### config.mk
export PLATFORM = sky130hd
export DESIGN_NAME = uart_tx_fifo
export DESIGN_NICKNAME = d
export VERILOG_FILES = /design/src/rtl/uart_tx_fifo.sv
export SDC_FILE = /design/constraint.sdc
export NUM_CORES = 1
export LEC_CHECK = 0
export ABC_AREA = 1
export ABC_CLOCK_PERIOD_IN_PS = 2300
export CAP_MARGIN = 20
export CORE_MARGIN = 2
export CORE_UTILIZATION = 50
export DETAILED_ROUTE_END_ITERATION = 8
export PLACE_DENSITY = 0.71
export SKIP_LAST_GASP = 1
export SYNTH_ARGS = -nofsm -noshare
export SYNTH_HDL_FRONTEND = slang
export SYNTH_SLANG_ARGS = --single-unit
### constraint.sdc
create_clock -name clk -period 2.3 [get_ports clk]
set_clock_uncertainty 0.2 [all_clocks]
set_input_delay 0.575 -clock clk [delete_from_list [all_inputs] [get_ports clk]]
set_output_delay 0.575 -clock clk [all_outputs]
set_load 0.01 [all_outputs]
### src/rtl/uart_tx_fifo.sv
// uart_tx_fifo: UART transmitter with an integer baud divider, a compile-time
// frame format (5..9 data bits, none/even/odd parity, 1 or 2 stop bits) and a
// small transmit FIFO behind a valid/ready push port. Queued words are sent
// back-to-back, with the next start bit directly after the last stop bit.

module uart_tx_fifo #(
   parameter int CLK_FREQ   = 12000000,
   parameter int BAUD       = 115200,
   parameter int DATA_BITS  = 8,
   parameter int PARITY     = 0,
   parameter int STOP_BITS  = 1,
   parameter int FIFO_DEPTH = 4
) (
   input  logic                          clk,
   input  logic                          rst,
   input  logic [DATA_BITS-1:0]          tx_data,
   input  logic                          tx_valid,
   output logic                          tx_ready,
   output logic                          tx,
   output logic                          tx_busy,
   output logic [$clog2(FIFO_DEPTH):0]   fifo_level
);

   localparam int DIV   = (CLK_FREQ + BAUD / 2) / BAUD;
   localparam int CNT_W = (DIV > 1) ? $clog2(DIV) : 1;
   localparam int PTR_W = $clog2(FIFO_DEPTH);
   localparam int LVL_W = PTR_W + 1;
   localparam int IDX_W = $clog2(DATA_BITS);

   // Reject frame formats and FIFO sizes the datapath cannot represent.
   generate
      if (DATA_BITS < 5 || DATA_BITS > 9) begin : g_bad_data_bits
         $error("uart_tx_fifo: DATA_BITS must be in 5..9");
      end
      if (PARITY < 0 || PARITY > 2) begin : g_bad_parity
         $error("uart_tx_fifo: PARITY must be 0, 1 or 2");
      end
      if (STOP_BITS < 1 || STOP_BITS > 2) begin : g_bad_stop_bits
         $error("uart_tx_fifo: STOP_BITS must be 1 or 2");
      end
      if (FIFO_DEPTH < 2 || (FIFO_DEPTH & (FIFO_DEPTH - 1)) != 0) begin : g_bad_depth
         $error("uart_tx_fifo: FIFO_DEPTH must be a power of two >= 2");
      end
      if (DIV < 1) begin : g_bad_div
         $error("uart_tx_fifo: BAUD too high for CLK_FREQ");
      end
   endgenerate

   typedef enum logic [2:0] {
      S_IDLE,
      S_START,
      S_DATA,
      S_PARITY,
      S_STOP
   } state_t;

   state_t                 state;
   state_t                 state_next;
   logic [DATA_BITS-1:0]   mem [FIFO_DEPTH];
   logic [PTR_W-1:0]       wr_ptr;
   logic [PTR_W-1:0]       rd_ptr;
   logic [LVL_W-1:0]       level;
   logic [DATA_BITS-1:0]   head;
   logic [DATA_BITS-1:0]   shift;
   logic [DATA_BITS-1:0]   shift_next;
   logic [IDX_W-1:0]       bit_idx;
   logic [IDX_W-1:0]       bit_idx_next;
   logic                   par_bit;
   logic                   par_next;
   logic                   stop_cnt;
   logic                   stop_next;
   logic [CNT_W-1:0]       baud_cnt;
   logic                   tick;
   logic                   push;
   logic                   pop;
   logic                   fifo_nonempty;
   logic                   head_parity;
   logic                   tx_next;

   assign tx_ready      = !rst && (level != LVL_W'(FIFO_DEPTH));
   assign push          = tx_valid && tx_ready;
   assign fifo_nonempty = (level != '0);
   assign head          = mem[rd_ptr];
   assign head_parity   = (PARITY == 2) ? ~(^head) : (^head);
   assign tick          = (baud_cnt == CNT_W'(DIV - 1));
   assign fifo_level    = level;
   assign tx_busy       = (state != S_IDLE) || fifo_nonempty;

   // FIFO storage; a flush only needs the pointers reset, not the contents.
   always_ff @(posedge clk) begin
      if (push) begin
         mem[wr_ptr] <= tx_data;
      end
   end

   // FIFO pointers and occupancy; push and pop together leave the level alone.
   always_ff @(posedge clk) begin
      if (rst) begin
         wr_ptr <= '0;
         rd_ptr <= '0;
         level  <= '0;
      end else begin
         if (push) begin
            wr_ptr <= wr_ptr + PTR_W'(1);
         end
         if (pop) begin
            rd_ptr <= rd_ptr + PTR_W'(1);
         end
         if (push && !pop) begin
            level <= level + LVL_W'(1);
         end else if (pop && !push) begin
            level <= level - LVL_W'(1);
         end
      end
   end

   // Baud counter restarts with every frame so each bit lasts exactly DIV cycles.
   always_ff @(posedge clk) begin
      if (rst || pop || state == S_IDLE || tick) begin
         baud_cnt <= '0;
      end else begin
         baud_cnt <= baud_cnt + CNT_W'(1);
      end
   end

   // Frame sequencer state, shifter and the registered serial output.
   always_ff @(posedge clk) begin
      if (rst) begin
         state    <= S_IDLE;
         shift    <= '0;
         bit_idx  <= '0;
         par_bit  <= 1'b0;
         stop_cnt <= 1'b0;
         tx       <= 1'b1;
      end else begin
         state    <= state_next;
         shift    <= shift_next;
         bit_idx  <= bit_idx_next;
         par_bit  <= par_next;
         stop_cnt <= stop_next;
         tx       <= tx_next;
      end
   end

   // Next-state logic; popping from STOP chains the next frame without a gap.
   always_comb begin
      state_next   = state;
      shift_next   = shift;
      bit_idx_next = bit_idx;
      par_next     = par_bit;
      stop_next    = stop_cnt;
      pop          = 1'b0;
      case (state)
         S_IDLE: begin
            if (fifo_nonempty) begin
               pop        = 1'b1;
               shift_next = head;
               par_next   = head_parity;
               state_next = S_START;
            end
         end
         S_START: begin
            if (tick) begin
               bit_idx_next = '0;
               state_next   = S_DATA;
            end
         end
         S_DATA: begin
            if (tick) begin
               shift_next = shift >> 1;
               if (bit_idx == IDX_W'(DATA_BITS - 1)) begin
                  stop_next  = 1'b0;
                  state_next = (PARITY != 0) ? S_PARITY : S_STOP;
               end else begin
                  bit_idx_next = bit_idx + IDX_W'(1);
               end
            end
         end
         S_PARITY: begin
            if (tick) begin
               stop_next  = 1'b0;
               state_next = S_STOP;
            end
         end
         S_STOP: begin
            if (tick) begin
               if (stop_cnt == 1'(STOP_BITS - 1)) begin
                  if (fifo_nonempty) begin
                     pop        = 1'b1;
                     shift_next = head;
                     par_next   = head_parity;
                     state_next = S_START;
                  end else begin
                     state_next = S_IDLE;
                  end
               end else begin
                  stop_next = 1'b1;
               end
            end
         end
         default: begin
            state_next = S_IDLE;
         end
      endcase
   end

   // Line level for the upcoming cycle, derived from the state being entered.
   always_comb begin
      tx_next = 1'b1;
      case (state_next)
         S_START:  tx_next = 1'b0;
         S_DATA:   tx_next = shift_next[0];
         S_PARITY: tx_next = par_next;
         default:  tx_next = 1'b1;
      endcase
   end

endmodule

Word-level counts from Yosys, hierarchy flattened
Memories as Yosys holds them, arrays and structs flattened. A register that Yosys moved wholly into a read port is not among the register bits.
Cells that the tools add are included.
Word-level totals
  bits in read-only memories: 0
  memory bits (writable): 32
  input port bits: 11
  register bits: 31
  memories: 1
  output and inout port bits: 6
  logic and storage cells: 96
  latch bits: 0
Cells by class
  multipliers: 0
  add/sub/neg operators: 6
  shifts and indexed selects: 0
  reduce and logical (&&, ||, !) cells: 22
  div/mod/pow operators: 0
  muxes and demuxes: 39
  bitwise logic cells: 0
  magnitude comparators: 0
  eq/ne operators: 17
Memories
  mem: depth 4, bits a word 8, read ports 1, clocked after memory_dff 1, write ports 1, line 59  | logic [DATA_BITS-1:0] mem [FIFO_DEPTH];
Operators by type and width (number)
  3-bit two-way mux: 12
  8-bit two-way mux: 4
  8-bit case mux with 3 select lines: 1
  3-bit case mux with 5 select lines: 1
  1-bit two-way mux: 14
  2-bit != test (second input constant): 7
  3-bit by 2-bit == test with 1-bit output (second input constant): 4
  3-bit nonzero test: 4
  4-bit AND reduction: 2
  8-bit XOR reduction: 1
  7-bit by 1-bit adder with 7-bit output (second input constant): 1
  7-bit == test (second input constant): 1
  3-bit by 1-bit adder with 3-bit output (second input constant): 2
  3-bit by 1-bit == test with 1-bit output (second input constant): 2
  3-bit == test (second input constant): 2
  1-bit case mux with 3 select lines: 2
  3-bit case mux with 2 select lines: 1
  5-bit AND reduction: 1
  2-bit by 1-bit adder with 2-bit output (second input constant): 2
  1-bit logical AND: 4
  1-bit logical OR: 4
  2-bit two-way mux: 2
  1-bit case mux with 2 select lines: 2
  2-bit nonzero test: 2
  4 further kinds: 6

Logic depth before layout (Yosys ltp)
Gate-level depths: netlist of the first run.
  word-level depth: 8
  mapped depth: 18
  gate-level depth less buffers: 17

Least setup slack after synthesis of the first run
Ideal clock, no wire load.
  kind: input to register
  start point: in rst
  end point: reg level[2] (netlist: fifo_level[2])
  path slack: -96 ps
  buffers on the path: 0
  cell stages on the path: 10
  data required time: 1978 ps
  arrival time: 2074 ps
  setup time: 122 ps
  cells stage by stage: a21oi_1 nand2_1 inv_1 ha_1 inv_1 fa_1 a21oi_1 o21ai_0 o21ai_0 a21oi_1
Between the ends
  longest elaborated chain between the ends: 6
  elaborated cells on any way between the ends: 8
  those cells by class: 1 x mux; 7 x reduce/logical
RTL lines
  start: declaration: line 15  | input logic rst,
  1-bit logical NOT *: line 80  | assign tx_ready = !rst && (level != LVL_W'(FIFO_DEPTH));
  1-bit logical AND *: line 80
  1-bit logical AND *: line 81  | assign push = tx_valid && tx_ready;
  via push: line 74  | logic push;
  1-bit logical NOT: line 111  | end else if (pop && !push) begin
  1-bit logical AND: line 111
  2-bit nonzero test (no line)
  end signal: assignment: line 110  | level <= level + LVL_W'(1);
  end signal: assignment: line 112  | level <= level - LVL_W'(1);
  end: declaration: line 62  | logic [LVL_W-1:0] level;
The timed path passes the listed nets; every way through them passes the cells marked *.
A chain may end at the register's enable or synchronous reset.

Final worst setup path of the first run
  start point: reg state[0]
  end point: out tx_busy
Between the ends
  longest elaborated chain between the ends: 2
RTL lines
  start: declaration: line 57  | state_t state;
  start signal: assignment: line 136  | state <= state_next;
  3-bit nonzero test: line 87  | assign tx_busy = (state != S_IDLE) || fifo_nonempty;
  1-bit logical OR: line 87
  end: declaration: line 20  | output logic tx_busy,
No other way between the ends.

==> metrics.txt, run 1 <==
Final Net Count 414; Crit Path Max Fanout 6; Req. time, crit path ~1.5 ns; GR Overflow Total 0; leakage power between 0.0015 and 0.002 µW; HP Class reg2reg; Setup TNS Final 0 ns; asr flop ratio synth 0; minimum clock period about 2.2 ns; Longest Clk Path Bufs 2; n_diodes 0; Fill cells roughly 510; worst path bufs/invs 2; R2R Path Start baud_cnt[1]; row count 28; routed len/inst about 12 µm; area of the multi-input gates 0.001212 mm²; total number of vias ~2400; Placeable Area between 0.005 and 0.006 mm²; Placer Congestion roughly 0.83; Max VDD drop 0.0006688 V; share of cells above drive strength 1 0.1604; CP dominant cell by count nor2_1; Final HPWL DP just under 4000 µm; max_cap viols 0; non-filler cells, final around 470; CP max stage delay ~0.35 ns; worst-margin pin slew 0.4095 ns; Post-synth EDFFs 32; mean area per synthesized cell ~8.4 µm²; Pwr Density 1111 mW/mm²; drt via density 4.983; Max Clock Freq between 400 and 500 MHz; Seq. cell area about 0.0016 mm²; FF-to-FF path depth 11; largest net degree at the start of global routing 18; slew margin rel. 0.7267; Antenna Nets Post-Route 0; clk root buf clkbuf_8; # hold bufs at CTS 0; Syn Inst Count 354; Initial Util 0.5105; Skew-Pair Late Insertion Delay 0.34 ns; ys flop type edfxtp_1; die height 81.29 µm; commonest non-fill, non-tap cells in the layout nand2_1, inv_1, edfxtp_1; number of global-route vias before repair around 2100; reg-to-reg endpoint fifo_level[1]; synthesized flop and latch total between 60 and 70; Placed Cells roughly 460; # H-tree levels 3; post-synthesis sequential area ratio 0.5362; Crit Path Category reg2out; worst setup path startpoint state[0]; Max Slew Vio Count 0; CTS buffer count 9; CTS Sinks 64; status completed; post-synthesis cell type count 35; drt first pass iters 4; drt total wl ~5500 µm; global-route wire length before repair between 9000 and 10000 µm; post-route cell area around 0.0036 mm²; Mapped Area roughly 0.003 mm²; CP Capture Type output pin; Final Hold Viols 0; CTS tree done; die area 0.006607 mm²; Worst R2R Setup Slack 0.15 ns; synth warn 0; Die X just over 80 µm; Setup crit end tx_busy; # setup viols final 0; placement-stage cell area 0.003343 mm²; Global Route Usage Sum 0.1911; final period utilization 0.9439; antenna violations before repair 0; Port Buf Inserts 16; DRT iter0 DRCs ~130; syn nets between 300 and 400; Worst path top cell family by delay buffers and inverters; startpoint class of the critical path flip-flop; crit-path cells nor2_1, inv_1, nor2_1, nand2_1, dlygate4sd2_1; Reg clk slew, reported paths about 0.060 ns; RSZ-0062 raised after global routing yes; Residual DRC 0; Layout area overhead 19.27%; I/O pin count 17; commonest non-fill, non-tap cell in the layout nand2_1; Worst Path Arrival 1.40 ns; slowest CP cell dfxtp_2; critical path depth 5
## final cells by class
cell class,instances,area share
Clock buffer,12,0.04074
Clock inverter,4,0.01229
Inverter,39,0.04250
Multi-Input combinational cell,244,0.3404
Sequential cell,64,0.4506
Tap cell,75,0.02634
Timing Repair Buffer,36,0.08711
## cells by family after synthesis
| kind of cell | after synthesis | synth area share |
|---|---|---|
| adders and majority gates | 9 | 0.04022 |
| buffers and inverters | 46 | 0.06703 |
| DFF | 64 | 0.5362 |
| AOI/OAI and AO/OA | 45 | 0.08631 |
| xor gates and xnor gates | 4 | 0.01173 |
| and+or+nand+nor | 186 | 0.2585 |
## metal layers
layer / wire length [µm] / GRT usage
met2: 2510 / 0.2951
met5: 0 / 0
met3: 253 / 0.04333
met1: 2645 / 0.2545
met4: 115 / 0.08983
## report_power, final
group          switching, µW  total (µW)  internal (µW)  leakage (µW)
logic                    969        1570            605      0.000911
registers               99.1        1470           1370      0.000553
clock network            390         913            523     0.0000978
## worst register-to-register path, stage by stage (launching register included)
cell     delay [ns]
dfxtp_1        0.33
ha_2           0.19
nand2_2        0.06
inv_2          0.07
nand2_2        0.06
a21oi_2        0.17
nand2_2        0.10
ha_1           0.18
inv_1          0.08
fa_2           0.43
o21ai_1        0.12
a21oi_1        0.05
## registers in the layout, summed over array words and instances (netlist names), named ones only
register and count:
par_bit 1, bit_idx 3, shift 8, baud_cnt 7, mem 32, wr_ptr 2
rd_ptr 2, state 3, tx 1, fifo_level 3
## how the worst min path moves through the flow
| stage | end | cells past startpoint | from | slack (ns) |
|---|---|---|---|---|
| floorplan | baud_cnt[0] | 1 | baud_cnt[0] | 0.22 |
| CTS | shift[7] | 2 | shift[7] | 0.26 |
| detailed placement | shift[7] | 2 | shift[7] | 0.25 |
| finish | shift[7] | 2 | shift[7] | 0.25 |
| global route | shift[7] | 2 | shift[7] | 0.29 |
| global placement | shift[7] | 2 | shift[7] | 0.24 |
## Yosys cell counts, types with 2 or more instances
cell	number	area, µm²
nand3_1	20	100.1
o21ai_1	2	10.01
inv_1	33	123.9
dfxtp_1	32	640.6
inv_2	4	15.01
nor3_2	2	20.02
a221oi_1	2	17.52
a31oi_1	5	31.28
nor3_1	3	15.01
nand2_1	127	476.7
a21oi_1	20	100.1
nor2_1	24	90.09
nand3_2	2	20.02
edfxtp_1	32	960.9
o21ai_0	10	50.05
xor2_1	3	26.28
buf_6	2	22.52
ha_1	8	100.1
nand2_2	5	31.28
buf_2	3	15.01
## through the flow
stage | hold WS, ns | total power [µW] | setup slack [ns] | util
6_report | 0.2544 | 3957 | 0.1289 | 0.6089
5_1_grt | 0.2853 | 4293 | 0.005220 | 0.6089
4_1_cts | 0.2591 | 3968 | -0.01390 | 0.6063
3_5_place_dp | 0.2471 | 3031 | -0.3731 | 0.5714
3_3_place_gp | 0.2391 | 2983 | -0.3275 | 0.5714
2_1_floorplan | 0.2179 | 2588 | 0.02806 | -
## timing repair
item	CTS	global route
setup endpoints to repair	3	4
pin swaps	1	5
resized for setup	9	8
setup buffers	1	0
No activity file was read; power rests on OpenSTA's default activity.
==> inputs of run 2 (changes only) <==
Settings changed: CORE_ASPECT_RATIO set to 1.4, CORE_MARGIN 2 to 8, SLEW_MARGIN set to 15.
==> run 2 against run 1 <==
Effect of this change:
- count of clock-buffer cells in the layout up 4
- flip-flop and latch count unchanged
- critical path type is now reg2reg
- maximum frequency up 0.16%
- critical endpoint is now fifo_level[2]
- largest power group unchanged
==> metrics.txt, run 2 (synthesis gave the netlist of run 1 again) <==
commonest non-fill, non-tap cells in the layout nand2_1, edfxtp_1, inv_1 (was nand2_1, inv_1, edfxtp_1); slew margin rel. 0.7603 (was 0.7267); largest net degree at the start of global routing 19 (was 18); Req. time, crit path 2.32 ns (was 1.52 ns); Design Power 3846 µW (was 3957 µW); HP Class reg2reg (unchanged); Port Buf Inserts 16 (unchanged); die area 0.008737 mm² (was 0.006607 mm²); max FFs per register 32 (unchanged); Longest Clk Path Bufs 2 (unchanged); total number of vias 2356 (was 2362); Top Layer Used met4 (unchanged); CTS buffer count 9 (unchanged); # hold bufs at CTS 0 (unchanged); RSZ-0062 raised after global routing no (was yes); CP max stage delay 0.41 ns (was 0.35 ns); antenna violations before repair 0 (unchanged); row count 33 (was 28); drt via density 5.056 (was 4.983); Die X 81.32 µm (was 81.29 µm); # H-tree levels 3 (unchanged); drt total wl 5437 µm (was 5525 µm); Initial Util 0.5130 (was 0.5105); worst-margin pin slew 0.3591 ns (was 0.4095 ns); Final HPWL DP 4090 µm (was 3911 µm); GR Overflow Total 0 (unchanged); drt first pass iters 4 (unchanged); CTS Sinks 64 (unchanged); leakage power 0.001545 µW (was 0.001562 µW); Residual DRC 0 (unchanged); placement-stage cell area 0.003322 mm² (was 0.003343 mm²); Seq. cell area 0.001607 mm² (was 0.001605 mm²); Final Hold Viols 0 (unchanged); Reg clk slew, reported paths 0.06 ns (about the same); Layout area overhead 18.47% (was 19.27%); Antenna Nets Post-Route 0 (unchanged); min setup slack post-route 0.1323 ns (was 0.1289 ns); Most flops, register mem (unchanged); minimum clock period 2.168 ns (was 2.171 ns); die height 107.4 µm (was 81.29 µm); Placer Congestion 0.8511 (was 0.8298); Pwr Density 1087 mW/mm² (was 1111 mW/mm²); met3 routed WL 158 µm (was 253 µm); DRT iter0 DRCs 68 (was 126); Largest regs mem: 32 flops, shift: 8 flops, baud_cnt: 7 flops (unchanged); Max Clock Freq 461.3 MHz (was 460.6 MHz); area of the multi-input gates 0.001239 mm² (was 0.001212 mm²); Fill cells 501 (was 505); max_cap viols 0 (unchanged); share of cells above drive strength 1 0.1641 (was 0.1604); n_diodes 0 (unchanged); Max Slew Vio Count 0 (unchanged); routed len/inst 11.67 µm (was 11.66 µm); number of global-route vias before repair 2280 (was 2131); Placeable Area 0.005822 mm² (was 0.005851 mm²); Global Route Usage Sum 0.1366 (was 0.1911); startpoint class of the critical path flip-flop (unchanged); crit-path cells ha_2, nand2_2, inv_2, nand2_4, a21oi_4, nand2_2, ha_1, inv_1, fa_2, a21oi_2, o21ai_2, o21ai_2, a21oi_1 (was nor2_1, inv_1, nor2_1, nand2_1, dlygate4sd2_1); Worst Path Arrival 2.18 ns (was 1.40 ns); Crit Path Max Fanout 3 (was 6); Met2 Wirelength 2852 µm (was 2510 µm); status completed (unchanged); Final Net Count 411 (was 414); M1 WL 2255 µm (was 2645 µm); CP Capture Type flip-flop (was output pin); Skew-Pair Late Insertion Delay 0.33 ns (was 0.34 ns); clk root buf clkbuf_8 (unchanged); post-route cell area 0.003538 mm² (was 0.003562 mm²); Crit Path Category reg2reg (was reg2out); # setup viols final 0 (unchanged); final period utilization 0.9425 (was 0.9439); CTS tree done (unchanged); global-route wire length before repair 9432 µm (was 9390 µm); I/O pin count 17 (unchanged); commonest non-fill, non-tap cell in the layout nand2_1 (unchanged); Max VDD drop 0.0005881 V (was 0.0006688 V); slowest CP cell fa_2 (was dfxtp_2); DP Worst Slack -0.4764 ns (was -0.3731 ns); Post-CTS Setup Inserts 0 (was 1); Worst R2R Setup Slack 0.13 ns (was 0.15 ns)
run 2: changes by cell type in the layout (fill, tap and decap cells not counted), moves of 2 or more:
cell	previous run	this run
clkinv_2	2	0
clkbuf_1	2	5
o21ai_1	5	3
o21ai_2	1	3
buf_4	20	17
run 2: worst max-delay path: cells and delay by family (launching register included):
kind / cells / cell delay, ns
fa+ha+maj: 3 / 0.73
compound gates: 5 / 0.45
flops: 1 / 0.33
simple gates: 3 / 0.23
buf+inv: 2 / 0.11
run 2: timing repair:
action                                 CTS  global route
endpoints found under the hold margin    0             0
gates resized for setup                 12            13
pin swaps                                2             5
setup endpoints to repair                3             3
run 2: final cells by class:
class | instances | area share
Inverter | 39 | 0.04279
Sequential cell | 64 | 0.4540
Timing Repair Buffer | 33 | 0.08027
Tap cell | 70 | 0.02475
Clock buffer | 16 | 0.04809
Multi-Input combinational cell | 244 | 0.3501
run 2: path summary, 6_finish.rpt:
kind,start,endpoint,cells after the start
worst max-delay path,baud_cnt[0],fifo_level[2],13
worst min-delay path,baud_cnt[0],baud_cnt[0],1
worst min register to register,baud_cnt[0],baud_cnt[0],1
worst max register to register,baud_cnt[0],fifo_level[2],13
run 2: metrics by stage:
| stage | utilization | instances | hold WS, ns | setup TNS (ns) |
|---|---|---|---|---|
| after floorplan | - | 354 | 0.2179 | 0 |
| after global placement | 0.5706 | 450 | 0.2312 | -0.8413 |
| after detailed placement | 0.5706 | 450 | 0.2381 | -0.9677 |
| after CTS | 0.6011 | 466 | 0.2530 | -0.01995 |
| after global routing | 0.6078 | 466 | 0.2368 | 0 |
| final | 0.6078 | 466 | 0.2175 | 0 |
run 2: power breakdown:
group          switching, µW  internal, µW  leakage [µW]
combinational            949           603      0.000906
clock                    377           453     0.0000850
sequential              91.7          1370      0.000553
run 2: routing by layer:
metal | global-route usage | up-vias
li1 | - | 1230
met1 | 0.1381 | 1079
met2 | 0.2442 | 31
met3 | 0.03010 | 16
met4 | 0.08205 | 0
met5 | 0 | -
